==> config.mk <==
export PLATFORM = sky130hd
export DESIGN_NAME = xor_arbiter
export DESIGN_NICKNAME = d
export VERILOG_FILES = /design/src/rtl/xor_arbiter.sv
export SDC_FILE = /design/constraint.sdc
export NUM_CORES = 1
export LEC_CHECK = 0
export BUFFER_PORTS_ARGS = -buffer_cell sky130_fd_sc_hd__buf_2
export CORE_MARGIN = 3
export CORE_UTILIZATION = 25
export CTS_CLUSTER_SIZE = 40
export DETAILED_ROUTE_END_ITERATION = 10
export GPL_TIMING_DRIVEN = 0
export PLACE_DENSITY_LB_ADDON = 0.05
export SLEW_MARGIN = 0
export SYNTH_ARGS = -nofsm -noshare
export SYNTH_HDL_FRONTEND = slang
export SYNTH_SLANG_ARGS = --single-unit
==> constraint.sdc <==
create_clock -name i_clk -period 1.6 [get_ports i_clk]
set_clock_uncertainty 0.15 [all_clocks]
set_input_delay 0.24 -clock i_clk [delete_from_list [all_inputs] [get_ports i_clk]]
set_output_delay 0.24 -clock i_clk [all_outputs]
set_load 0.05 [all_outputs]
==> src/rtl/xor_arbiter.sv <==
// Two-requester round-robin arbiter in front of a shared XOR unit.
// Each transaction runs IDLE -> CALC (LAT cycles) -> DONE -> IDLE.
module xor_arbiter #(
   parameter int WIDTH = 8,
   parameter int LAT   = 2
) (
   input  logic             i_clk,
   input  logic             i_rst,
   input  logic             i_req0,
   input  logic [WIDTH-1:0] i_a0,
   input  logic [WIDTH-1:0] i_b0,
   output logic             o_gnt0,
   output logic             o_done0,
   input  logic             i_req1,
   input  logic [WIDTH-1:0] i_a1,
   input  logic [WIDTH-1:0] i_b1,
   output logic             o_gnt1,
   output logic             o_done1,
   output logic [WIDTH-1:0] o_f,
   output logic             o_busy
);

   typedef enum logic [1:0] {
      IDLE = 2'd0,
      CALC = 2'd1,
      DONE = 2'd2
   } state_t;

   // Counter counts down to zero; the CALC cycle seeing zero is the last.
   localparam logic [3:0] CNT_INIT = 4'(LAT - 1);

   state_t           state_q, state_d;
   logic [3:0]       cnt_q, cnt_d;
   logic             ptr_q, ptr_d;
   logic             sel_q, sel_d;
   logic [WIDTH-1:0] a_q, a_d;
   logic [WIDTH-1:0] b_q, b_d;
   logic [WIDTH-1:0] f_q, f_d;
   logic             gnt0_q, gnt0_d;
   logic             gnt1_q, gnt1_d;
   logic             done0_q, done0_d;
   logic             done1_q, done1_d;
   logic             win1;

   // Requester 1 wins when alone, or when both ask and the pointer favours it.
   assign win1 = i_req1 & (~i_req0 | ptr_q);

   // Next-state, capture and pulse generation.
   always_comb begin
      state_d = state_q;
      cnt_d   = cnt_q;
      ptr_d   = ptr_q;
      sel_d   = sel_q;
      a_d     = a_q;
      b_d     = b_q;
      f_d     = f_q;
      gnt0_d  = 1'b0;
      gnt1_d  = 1'b0;
      done0_d = 1'b0;
      done1_d = 1'b0;
      unique case (state_q)
         IDLE: begin
            if (i_req0 | i_req1) begin
               sel_d   = win1;
               a_d     = win1 ? i_a1 : i_a0;
               b_d     = win1 ? i_b1 : i_b0;
               cnt_d   = CNT_INIT;
               gnt0_d  = ~win1;
               gnt1_d  = win1;
               state_d = CALC;
            end
         end
         CALC: begin
            if (cnt_q == 4'd0) begin
               f_d     = a_q ^ b_q;
               done0_d = ~sel_q;
               done1_d = sel_q;
               state_d = DONE;
            end else begin
               cnt_d = cnt_q - 4'd1;
            end
         end
         DONE: begin
            ptr_d   = ~sel_q;
            state_d = IDLE;
         end
         default: begin
            state_d = IDLE;
         end
      endcase
   end

   // State and registered outputs; reset overrides everything.
   always_ff @(posedge i_clk) begin
      if (i_rst) begin
         state_q <= IDLE;
         cnt_q   <= '0;
         ptr_q   <= 1'b0;
         sel_q   <= 1'b0;
         a_q     <= '0;
         b_q     <= '0;
         f_q     <= '0;
         gnt0_q  <= 1'b0;
         gnt1_q  <= 1'b0;
         done0_q <= 1'b0;
         done1_q <= 1'b0;
      end else begin
         state_q <= state_d;
         cnt_q   <= cnt_d;
         ptr_q   <= ptr_d;
         sel_q   <= sel_d;
         a_q     <= a_d;
         b_q     <= b_d;
         f_q     <= f_d;
         gnt0_q  <= gnt0_d;
         gnt1_q  <= gnt1_d;
         done0_q <= done0_d;
         done1_q <= done1_d;
      end
   end

   assign o_gnt0  = gnt0_q;
   assign o_gnt1  = gnt1_q;
   assign o_done0 = done0_q;
   assign o_done1 = done1_q;
   assign o_f     = f_q;
   assign o_busy  = (state_q != IDLE);

endmodule

# Word level (Yosys, flattened, before mapping)
# Cells that the tools add are included.
# Widths: inputs -> output; s select.
[classes]
n_reduce_logical = 10
n_mux = 8
n_eq_ne = 5
bitwise = 11
n_addsub = 1
[op_table]
columns = ["cell", "n"]
rows = [
  ["$mux 8", 2],
  ["$mux 4", 2],
  ["$pmux 4 s2", 1],
  ["$xor 8x8->8", 1],
  ["$not 1->1", 7],
  ["$ne 2x2->1 const B", 3],
  ["$reduce_and 2->1", 3],
  ["$reduce_or 3->1", 2],
  ["$logic_not 4->1", 1],
  ["$mux 2", 2],
  ["$pmux 2 s2", 1],
  ["$reduce_bool 2->1", 2],
  ["$sub 4x1->4 const B", 1],
  ["$reduce_and 3->1", 1],
  ["$eq 2x1->1 const B", 1],
  ["$eq 2x2->1 const B", 1],
  ["$logic_not 2->1", 1],
  ["$or 1x1->1", 2],
  ["$and 1x1->1", 1],
]
[word_totals]
inputBits = 36
reg_bits = 36
output_inout_bits = 13
wordCells = 46

# Logic depth before layout (Yosys ltp)
[depth]
word_depth = 4
mapped_depth = 6
ltp_nobuf = 5

# Least setup slack after synthesis
# No wires, ideal clock.
[synth_path]
path_kind = "register to register"
start = "register cnt_q[0]"
end = "register cnt_q[1]"
path_stages_with_launch = 6
period_less_slack_ns = 1.571
setup_slack_ns = 0.029
t_arrival_ns = 1.350
setup_ns = 0.071
n_path_buf = 0
required_ns = 1.379
path_cell_list = "dfxtp_1 > inv_1 > ha_1 > or3b_1 > a221o_1 > a21oi_1"
[synth_between]
elab_chain_cells = 3
word_cells_on_any_way = 6
cone_classes = "add/sub: 1; eq/ne: 1; mux: 2; reduce/logical: 2"
[synth_rtl]
columns = ["item", "line_no", "rtl"]
rows = [
  ["start: declaration", "33", "logic [3:0] cnt_q, cnt_d;"],
  ["start signal: assignment", "109", "cnt_q <= cnt_d;"],
  ["$sub 4x1->4 / $logic_not 4->1 (equally long branches)", "80, 74", ""],
  ["$mux 4 / $ne 2x2->1 (equally long branches)", "--", ""],
  ["$pmux 4 s2 / $reduce_and 3->1 (equally long branches)", "--", ""],
]
# Parallel ways exist; a longest one is shown, timed or not. The select of a mux whose other input is x is not followed.
# A chain may end at the register's enable or synchronous reset.

# Worst setup path after layout
[layout_path]
start = "register cnt_q[1]"
end = "register cnt_q[1]"
# The elaborated chain is that of the path after synthesis.

==> qor.yml <==
outcome:
  status: "finished, violations left"
  violations: "setup timing"
timing:
  tightest_slew_ns: 0.507
  layout_setup_ws_ns: -0.0226
  min_period_over_period_pct: 101
  hold_violations: 0
  max_freq_ghz: 0.616
  max_slew_margin_pct: 66.2
  slew_viol_final: 0
  fin_crit_ns: 1.62
  finalSetupViolations: 5
  rsz0062_at_grt: "true"
  whs_ns: 0.0247
finish:
  final_nets: 257
  final_cell_mix: "buf_2, dfxtp_1, a211oi_1"
  final_common_cell: "buf_2"
  syn_to_final_growth_pct: 33.8
  antenna_cells: 0
  final_layout_size_suffix_gt1_share_pct: 36.8
route:
  drt_first_iter_violations: 72
  wl_per_cell_microns: 15.8
  postRouteAntennaNets: 0
  wl_microns: 4600
  post-route-drc-count: 0
  drt_pass1_iterations: 4
  vias: 1438
  viasPerCell: 4.92
setup_path:
  path_cells: "inv_2, ha_4, or3b_4, a221o_1, a21oi_2"
  slowest_delay_ns: 0.41
  startpoint_type: "register"
  crit_type: "reg2reg"
  worstPathMaxFanout: 3
  cp.arrival_ns: 1.68
  worst_setup_path_end_kind: "register"
  r2r_slack_ns: -0.02
  required_ns: 1.66
  cp_slowest_cell: "or3b_4"
synthesis:
  synth-edff-count: 0
  yosys_register_bits: 36
  async_reset_ff_share_pct: 0
  syn_nets: 199
  synth-main-ff-cell: "dfxtp_1"
  synth_warnings: 0
  synth_area_sq_mm: 0.00154
  ys_seq_area_share_pct: 46.8
  syn_area_per_cell_sq_um: 9.50
  yosysUniqueCellTypes: 28
  syn_inst: 162
floorplan:
  start_util_pct: 26.8
  pin_count: 49
  rows: 27
  core_area_sq_mm: 0.00574
  design.die.area_sq_mm: 0.00713
  die_height_microns: 84.5
  die_w_microns: 84.5
power_and_ir_drop:
  clock_power_share_pct: 25.4
  switching_share_pct: 34.0
  seqPwrFrac_pct: 44.6
  p_per_area_mw_per_mm2: 1160
  ir_drop_v: 0.000343
  power.internal_uw: 1580
  combPwrFrac_pct: 30.0
  p_leak_uw: 0.000840
  p_sw_uw: 815
cts:
  clk_path_buf_depth: 2
  clk-insertion-delay-late_ns: 0.28
  cts.clk_slew.worst_paths_ns: 0.07
  cts_tree: "built"
  cts_root_buf: "clkbuf_8"
  cts_htree_levels: 2
  cts_made_buffers: 5
  clock_sinks: 36
placed_design:
  place_hpwl_microns: 3240
  globalplace.congestion: 0.720
  pre_cts_slack_ns: -0.194
  portBuffers: 48
worst_hold_path:
  hold_class: "in2reg"
global_routing:
  grt_pass1_wl_microns: 7280
  grt_max_degree: 11
  grt_usage_pct: 13.0
  grt_pass1_vias: 1438
  antenna_found_initial: 0
  overflow: 0
flow_run:
  drv_cap: 0
what timing repair did:
action	in CTS	in global routing
buffers inserted	2	1
hold buffers	0	0
gates cloned	0	0
endpoints found under the setup margin	25	23
resized for setup	18	12
pin swaps	3	1
flip-flops by register name (all words and copies together), names as in the netlist, 2 cells and up:
name / cells
o_f: 8
b_q: 8
state_q: 2
a_q: 8
cnt_q: 4
final cells by class:
cell class	instances	area, sq um
sequential	36	729
inverter	21	78.8
fill	622	3680
tap	72	90.1
multi-input combinational	92	729
buffer	13	88.8
clock inverter	1	5.00
timing repair buffer	51	265
clock buffer	6	72.6
path summary, 6_finish.rpt:
| check | from | end | cells after the start |
|---|---|---|---|
| worst max-delay path | cnt_q[1] | cnt_q[1] | 5 |
| worst min-delay path | i_b1[7] | b_q[7] | 2 |
| worst max register to register | cnt_q[1] | cnt_q[1] | 5 |
| worst min register to register | sel_q | o_done0 | 1 |
cells in the mapped netlist, drive strengths merged (2+ instances only):
master / instances / area (sq um)
o21ai: 2 / 10.0
nand2b: 3 / 18.8
dfxtp: 36 / 721
and3: 2 / 12.5
clkbuf: 4 / 15.0
a211oi: 25 / 188
inv: 21 / 78.8
a21oi: 11 / 55.1
or3: 2 / 12.5
a221o: 17 / 170
nor3: 4 / 20.0
xnor2: 8 / 70.1
nor2: 5 / 21.3
nand2: 2 / 7.51
or4: 2 / 15.0
buf: 9 / 50.0
metal layers:
| metal | GRT usage (%) | part of all wire (%) |
|---|---|---|
| met1 | 17.0 | 45 |
| met2 | 19.9 | 47 |
| met3 | 4.12 | 5.9 |
| met4 | 5.04 | 1.2 |
| met5 | 0 | 0 |
worst max-delay path: cells and delay by family, from the launching register on:
kind	cells	cell delay (ns)
adders and majority gates	1	0.14
AOI/OAI and AO/OA	2	0.44
DFF	1	0.33
buffers and inverters	1	0.08
and+or+nand+nor	1	0.41
per-stage QoR:
step                utilization, %  cells  TNS, ns  cell area [sq um]  total power (uW)
finish                        35.9    292  -0.0538               2060              2390
global route                  35.9    292   -0.451               2060              2530
CTS                           35.1    291  -0.0117               2010              2390
detailed placement            32.5    282    -2.47               1870              1720
global placement              32.5    282    -1.67               1870              1710
floorplan                        -    162        0               1540              1520
logic make-up after synthesis:
kind of cell | Yosys count | share of synthesized area [%]
compound gates | 58 | 28.9
xor+xnor | 8 | 4.55
fa+ha+maj | 1 | 0.813
buf+inv | 34 | 9.35
flops | 36 | 46.8
mux | 1 | 0.650
simple gates | 24 | 8.86
power groups by stage:
stage / sequential [uW] / clock (uW) / combinational, uW
2_1_floorplan: 1190 / 0 / 332
3_3_place_gp: 1080 / 0 / 628
3_5_place_dp: 1080 / 0 / 636
4_1_cts: 1060 / 634 / 688
5_1_grt: 1080 / 671 / 776
6_report: 1070 / 608 / 719
Note: power is estimated with default switching activity, not from simulation.
